==> config.mk <==
export PLATFORM = sky130hd
export DESIGN_NAME = char_uart_tx
export DESIGN_NICKNAME = d
export VERILOG_FILES = /design/src/rtl/char_uart_tx_pkg.sv /design/src/rtl/char_uart_tx_fifo.sv /design/src/rtl/char_uart_tx.sv
export SDC_FILE = /design/constraint.sdc
export NUM_CORES = 1
export LEC_CHECK = 0
export CORE_MARGIN = 10
export CORE_UTILIZATION = 53
export DETAILED_ROUTE_END_ITERATION = 8
export GPL_TIMING_DRIVEN = 0
export MAX_ROUTING_LAYER = met4
export PLACE_DENSITY = 0.72
export SLEW_MARGIN = 15
export SYNTH_ARGS = -nofsm -noshare
export SYNTH_HDL_FRONTEND = slang
export SYNTH_SLANG_ARGS = --single-unit
==> constraint.sdc <==
create_clock -name i_clock -period 1.65 [get_ports i_clock]
set_clock_uncertainty 0.05 [all_clocks]
set_input_delay 0.495 -clock i_clock [delete_from_list [all_inputs] [get_ports i_clock]]
set_output_delay 0.495 -clock i_clock [all_outputs]
set_load 0.03 [all_outputs]
==> src/rtl/char_uart_tx_pkg.sv <==
// Shared constants and FSM state encoding for the character UART transmitter.
package char_uart_tx_pkg;

  localparam int UART_DATA_BITS        = 8;
  localparam int DEFAULT_CLKS_PER_BAUD = 104;

  typedef enum logic [1:0] {
    ST_IDLE  = 2'd0,
    ST_START = 2'd1,
    ST_DATA  = 2'd2,
    ST_STOP  = 2'd3
  } tx_state_t;

endpackage

==> src/rtl/char_uart_tx_fifo.sv <==
// Synchronous first-word-fall-through FIFO, depth 2**AW; dout valid while !empty.
// Caller guarantees no write when full and no read when empty.
module char_uart_tx_fifo #(
  parameter int WIDTH = 8,
  parameter int AW    = 2
) (
  input  logic             i_clock,
  input  logic             i_reset,
  input  logic             wr_en,
  input  logic [WIDTH-1:0] din,
  input  logic             rd_en,
  output logic [WIDTH-1:0] dout,
  output logic             full,
  output logic             empty
);

  logic [WIDTH-1:0] mem [2**AW];
  logic [AW:0]      wptr;
  logic [AW:0]      rptr;

  always_ff @(posedge i_clock) begin
    if (i_reset) begin
      wptr <= '0;
      rptr <= '0;
    end else begin
      if (wr_en) wptr <= wptr + 1'b1;
      if (rd_en) rptr <= rptr + 1'b1;
    end
  end

  // Storage needs no reset: pointers alone define occupancy.
  always_ff @(posedge i_clock) begin
    if (wr_en) mem[wptr[AW-1:0]] <= din;
  end

  assign dout  = mem[rptr[AW-1:0]];
  assign empty = (wptr == rptr);
  assign full  = (wptr[AW] != rptr[AW]) && (wptr[AW-1:0] == rptr[AW-1:0]);

endmodule

==> src/rtl/char_uart_tx.sv <==
// 8N1 UART transmitter fed by a small FIFO; write at edge E into an idle, empty unit drives start bit from E+1.
// No backpressure to the producer: writes while full are dropped and flagged in sticky o_overflow.
module char_uart_tx
  import char_uart_tx_pkg::*;
#(
  parameter int CLKS_PER_BAUD = DEFAULT_CLKS_PER_BAUD,
  parameter int FIFO_AW       = 2
) (
  input  logic       i_clock,
  input  logic       i_reset,
  input  logic [7:0] i_data,
  input  logic       i_act,
  output logic       o_tx,
  output logic       o_busy,
  output logic       o_full,
  output logic       o_overflow
);

  localparam int              CW       = $clog2(CLKS_PER_BAUD);
  localparam logic [CW-1:0]   CNT_LAST = CW'(CLKS_PER_BAUD - 1);
  localparam logic [2:0]      BIT_LAST = 3'(UART_DATA_BITS - 1);

  logic                      fifo_wr;
  logic                      fifo_rd;
  logic [UART_DATA_BITS-1:0] fifo_dout;
  logic                      fifo_full;
  logic                      fifo_empty;

  tx_state_t                 state, state_n;
  logic [CW-1:0]             cnt, cnt_n;
  logic [2:0]                bit_idx, bit_n;
  logic [UART_DATA_BITS-1:0] shift, shift_n;
  logic                      tx_q, tx_n;
  logic                      ovf_q;
  logic                      cnt_done;

  // Full is judged on the pre-edge count, so a same-cycle pop never frees a slot for this write.
  assign fifo_wr = i_act & ~fifo_full;

  char_uart_tx_fifo #(
    .WIDTH (UART_DATA_BITS),
    .AW    (FIFO_AW)
  ) u_fifo (
    .i_clock (i_clock),
    .i_reset (i_reset),
    .wr_en   (fifo_wr),
    .din     (i_data),
    .rd_en   (fifo_rd),
    .dout    (fifo_dout),
    .full    (fifo_full),
    .empty   (fifo_empty)
  );

  always_ff @(posedge i_clock) begin
    if (i_reset) begin
      state   <= ST_IDLE;
      cnt     <= '0;
      bit_idx <= '0;
      shift   <= '0;
      tx_q    <= 1'b1;
      ovf_q   <= 1'b0;
    end else begin
      state   <= state_n;
      cnt     <= cnt_n;
      bit_idx <= bit_n;
      shift   <= shift_n;
      tx_q    <= tx_n;
      ovf_q   <= ovf_q | (i_act & fifo_full);
    end
  end

  assign cnt_done = (cnt == CNT_LAST);

  always_comb begin
    state_n = state;
    cnt_n   = cnt;
    bit_n   = bit_idx;
    shift_n = shift;
    tx_n    = tx_q;
    fifo_rd = 1'b0;
    case (state)
      ST_IDLE: begin
        if (!fifo_empty) begin
          fifo_rd = 1'b1;
          shift_n = fifo_dout;
          tx_n    = 1'b0;
          cnt_n   = '0;
          state_n = ST_START;
        end
      end
      ST_START: begin
        if (cnt_done) begin
          cnt_n   = '0;
          bit_n   = '0;
          tx_n    = shift[0];
          state_n = ST_DATA;
        end else begin
          cnt_n = cnt + 1'b1;
        end
      end
      ST_DATA: begin
        if (cnt_done) begin
          cnt_n = '0;
          if (bit_idx == BIT_LAST) begin
            tx_n    = 1'b1;
            state_n = ST_STOP;
          end else begin
            shift_n = {1'b0, shift[UART_DATA_BITS-1:1]};
            tx_n    = shift[1];
            bit_n   = bit_idx + 1'b1;
          end
        end else begin
          cnt_n = cnt + 1'b1;
        end
      end
      ST_STOP: begin
        if (cnt_done) begin
          cnt_n   = '0;
          state_n = ST_IDLE;
        end else begin
          cnt_n = cnt + 1'b1;
        end
      end
      default: state_n = ST_IDLE;
    endcase
  end

  assign o_tx       = tx_q;
  assign o_busy     = (state != ST_IDLE) | ~fifo_empty;
  assign o_full     = fifo_full;
  assign o_overflow = ovf_q;

endmodule

### Word-level counts from Yosys, hierarchy flattened

Memories as Yosys holds them, arrays and structs flattened. A register that Yosys moved wholly into a read port is not among the register bits.
Cells that the tools add are included.
W data, S select, Z words.

| operators by class | value |
|---|---|
| bitwise gates (word level) | 6 |
| add/subtract/negate cells | 4 |
| reductions and logical operators | 11 |
| mux-type cells | 28 |
| equal/unequal tests | 14 |

Operators with widths:

| cell | number |
|---|---|
| $mux W8 | 3 |
| $pmux W8 S2 | 1 |
| $mux W2 | 7 |
| $mux W7 | 2 |
| $pmux W7 S2 | 1 |
| $ne A2 B2 Y1 const B | 6 |
| $reduce_and A4 Y1 | 3 |
| $add A3 B1 Y3 const B | 3 |
| $mux W3 | 3 |
| $mux W1 | 8 |
| $pmux W2 S4 | 1 |
| $add A7 B1 Y7 const B | 1 |
| $eq A7 B7 Y1 const B | 1 |
| $pmux W3 S2 | 1 |
| $reduce_bool A2 Y1 | 3 |
| $reduce_and A5 Y1 | 1 |
| $eq A2 B2 Y1 const B | 2 |
| $eq A3 B3 Y1 | 1 |
| $eq A3 B3 Y1 const B | 1 |
| $pmux W1 S3 | 1 |
| $reduce_bool A3 Y1 | 1 |
| $reduce_or A3 Y1 | 1 |
| $and A1 B1 Y1 | 2 |
| $eq A2 B1 Y1 const B | 1 |
| other kinds (6) | 8 |

| storage, ports and cells | value |
|---|---|
| logic and storage cells | 72 |
| input bits | 11 |
| register bits | 28 |
| bits in writable memories | 32 |
| memories kept | 1 |

Memories:

| memory | depth | bits a word | read ports | clocked after memory_dff | write ports | RTL line | source |
|---|---|---|---|---|---|---|---|
| u_fifo.mem | 4 | 8 | 1 | 1 | 1 | char_uart_tx_fifo.sv:17 | `logic [WIDTH-1:0] mem [2**AW];` |

### Logic depth before layout (Yosys ltp)

| depth | value |
|---|---|
| depth after elaboration | 6 |
| depth in mapped cells | 8 |

### Modules after synthesis

From an unflattened synthesis, not the netlist that was laid out.

| second synthesis, totals | value |
|---|---|
| cell total of the unflattened synthesis | 227 |
| area total of the unflattened synthesis | 2859.0 um2 |

Modules (own cells, without submodules):

| module | cells an instance | instances | area an instance (um2) |
|---|---|---|---|
| char_uart_tx_fifo | 82 | 1 | 1557.7 |
| char_uart_tx | 145 | 1 | 1301.2 |

### Worst setup path after synthesis

OpenSTA, ideal clock, no wires.

| timing path | value |
|---|---|
| path kind | register to output |
| start | register u_fifo.wptr[0] |
| end | output port o_full |
| arrival time | 1.353 ns |
| buffers on the path | 0 |
| slack | -0.248 ns |
| required time | 1.105 ns |
| cell stages (with the launch flop) | 3 |
| path through | dfxtp_1 -> xor2_2 -> nor3_1 |

| between the ends | value |
|---|---|
| cells in the longest elaborated chain, start to end | 2 |

Ends and longest elaborated chain:

| item | RTL line | source |
|---|---|---|
| start, declared | char_uart_tx_fifo.sv:18 | `logic [AW:0] wptr;` |
| start signal, assigned | char_uart_tx_fifo.sv:26 | `if (wr_en) wptr <= wptr + 1'b1;` |
| $eq A2 B2 Y1 | char_uart_tx_fifo.sv:38 | `assign full = (wptr[AW] != rptr[AW]) && (wptr[AW-1:0] == rptr[AW-1:0]);` |
| $logic_and A1 B1 Y1 | char_uart_tx_fifo.sv:38 |  |
| end, declared | char_uart_tx.sv:15 | `output logic o_full,` |

Every way passes these cells.

### Worst setup path after layout

| timing path | value |
|---|---|
| start | register u_fifo.rptr[2] |
| end | output port o_busy |

| between the ends | value |
|---|---|
| cells in the longest elaborated chain, start to end | 3 |

Ends and longest elaborated chain:

| item | RTL line | source |
|---|---|---|
| start, declared | char_uart_tx_fifo.sv:19 | `logic [AW:0] rptr;` |
| start signal, assigned | char_uart_tx_fifo.sv:27 | `if (rd_en) rptr <= rptr + 1'b1;` |
| $eq A3 B3 Y1 | char_uart_tx_fifo.sv:37 | `assign empty = (wptr == rptr);` |
| $not A1 Y1 | char_uart_tx.sv:129 | `assign o_busy = (state != ST_IDLE) \| ~fifo_empty;` |
| $or A1 B1 Y1 | char_uart_tx.sv:129 |  |
| end, declared | char_uart_tx.sv:14 | `output logic o_busy,` |

Every way passes these cells.

==> impl_metrics.ini <==
[floorplanning]
core-area_um2 = 5110
die_h_um = 92.4
dieArea_um2 = 8540
fp.dieW_um = 92.4
start_util_pct = 54.4
rows = 26
pin_count = 15

[sta]
hold_viol = 0
tightest_slew_ns = 0.490
post-route-period-util_pct = 128
hold_slack_ns = 0.420
drv_slew = 0
max_freq_mhz = 473
slew_headroom_pct = 67.3
rsz0062_at_grt = true
setup_ws_ns = -0.463
period_needed_ns = 2.11
finalSetupViolCount = 20

[yosys]
yosys.cell_types.count = 43
syn_nets = 249
synth-edff-count = 32
syn_inst = 225
syn_area_um2 = 2780
yosysWarningCount = 0
ys_seq_elements = 62
seq_area_frac_synth_pct = 56.2
synthFlopType = edfxtp_1
ys_async_sr_fraction_pct = 0
syn-mean-instance-area_um2 = 12.3

[placement]
gp_congestion = 0.846
io_buffers = 14
dpl_worst_slack_ns = -0.700
place_hpwl_um = 3610

[routing]
routed_wl_um = 7150
firstDrtPassIters = 4
wire_per_inst_um = 19.7
num_vias = 2134
drc = 0
drt_iter0_markers = 149
ant_nets = 0
routed_via_density = 5.90

[clocking]
htree_num_levels = 3
path_clk_slew_ns = 0.08
cts_made_buffers = 9
postCtsHoldBufs = 0
cts-root-buf = clkbuf_8
insertion_delay_ns = 0.36
cts_sinks = 62
cts_tree = built
clockBufferDepth = 2

[global_route]
use_met1_pct = 18.3
grt_pass1_vias = 2037
grt.overflow.total = 0
top_usage_layer = met2
antenna_found_initial = 0
grtUsageTotal_pct = 15.9
grt_max_degree = 14
met2_usage_pct = 24.2
met3_usage_pct = 5.00
grt_pass1_wl_um = 10200

[min_path]
min_path_type = flip-flop to flip-flop

[critical_path]
cp_max_fo = 3
cp_slowest_stage_delay_ns = 0.37
cp-end-kind = primary output
worst_path_most_repeated_cell = buf_6
path_cells = xor2_4 > nor4_4 > buf_6 > inv_8 > buf_6
critical_path_class = flip-flop to primary output
cp_slowest_cell = dfxtp_4
cp_data_required_time_ns = 1.10
startpoint_type = flip-flop
arrival_ns = 1.57

[run_status]
status = finished with violations
failed_checks = negative setup slack

[run]
drv_cap = 0

[power_and_ir_drop]
total_power_w = 0.00678
p_per_area_nw_per_um2 = 1710
p_leak_nw = 1.47
peakVddDrop_mv = 1.07

[cells_and_area]
antenna-diode-count = 0
seq_area_um2 = 1600
final_net_count = 311
drive_gt1_share_pct = 45.2
final_cell_mix = edfxtp_1, buf_4, nand2_1
final_common_cell = edfxtp_1
utilization_pct = 77.4
multi_input_area_um2 = 1490
area_growth_pct = 42.4
fill_cells = 289
[layer usage]
metal  vias to the layer above  routed length [um]
met3                        14                 407
met4                         0                 166
met1                      1055                2960
met5                         -                   0
met2                        82                3610
li1                        983                   -
[state kept, by name, indices dropped and copies added (netlist names), named ones only]
signal / count
state: 2
bit_idx: 3
shift: 8
o_tx: 1
cnt: 7
u_fifo.rptr: 3
u_fifo.wptr: 3
o_overflow: 1
u_fifo.mem: 32
[layout make-up]
class	count	share of cell area (%)
sequential	62	40.4
multi-input combinational	147	37.7
timing repair buffer	52	11.6
clock buffer	9	3.13
clock inverter	7	2.63
tap	70	2.21
buffer	7	1.33
inverter	8	1.01
[repair_timing]
action	4_1_cts	5_1_grt
pin swaps	18	21
setup buffers	24	18
setup endpoints to repair	63	37
resized for setup	71	57
[logic make-up after synthesis]
kind of cell / after synthesis / synth area share (%)
DFF: 62 / 56.2
adders and majority gates: 13 / 5.86
xor gates and xnor gates: 9 / 3.38
and+or+nand+nor: 68 / 12.4
muxes: 19 / 10.5
buffers and inverters: 16 / 2.70
AOI/OAI and AO/OA: 38 / 8.96
[path summary, 6_finish.rpt]
check                             to                        start  cells past startpoint  slack (ns)
max                           o_busy  u_fifo.rptr[2]$_SDFFE_PP0P_                      5       -0.46
min          bit_idx[1]$_SDFFE_PP0P_      bit_idx[1]$_SDFFE_PP0P_                      2        0.42
min reg2reg  bit_idx[1]$_SDFFE_PP0P_      bit_idx[1]$_SDFFE_PP0P_                      2        0.42
max reg2reg    state[0]$_SDFFE_PP0P_        state[0]$_SDFFE_PP0P_                      8       -0.22
[report_power, final]
part / total, W / internal (W) / switching, W / leakage (nW)
clock network: 0.00156 / 0.000871 / 0.000685 / 0.115
registers: 0.00196 / 0.00183 / 0.000136 / 0.547
logic: 0.00326 / 0.00164 / 0.00161 / 0.807
[synth_stat cells (all sizes together), types with 2 or more instances]
cell type	number	area, um2
inv	8	30.0
dfxtp	30	601
o31ai	2	15.0
mux2i	11	110
buf	3	21.3
or4	3	22.5
nor2b	2	12.5
xor2	5	58.8
o32ai	2	17.5
a21oi	8	40.0
nor2	15	56.3
o211ai	4	30.0
xnor2	4	35.0
edfxtp	32	961
and2	5	31.3
nand3	12	60.1
clkbuf	4	15.0
nand2	19	71.3
mux4	8	180
o21ai	5	25.0
and3	2	12.5
nand4	3	18.8
ha	13	163
a31oi	3	18.8
o22ai	8	50.1
[critical path, delay by kind of cell, from the launching register on]
family	cells	cell delay, ns
flops	1	0.37
simple gates	1	0.32
buf+inv	3	0.32
xor+xnor	1	0.20
[through the flow]
| step | cells | setup TNS [ns] | instance area [um2] |
|---|---|---|---|
| 2_1_floorplan | 225 | 0 | 2820 |
| 3_3_place_gp | 309 | -23.73 | 3040 |
| 3_5_place_dp | 309 | -23.71 | 3040 |
| 4_1_cts | 349 | -3.77 | 3650 |
| 5_1_grt | 362 | -3.22 | 3960 |
| 6_report | 362 | -1.95 | 3960 |
(Power assumes the default switching activity.)
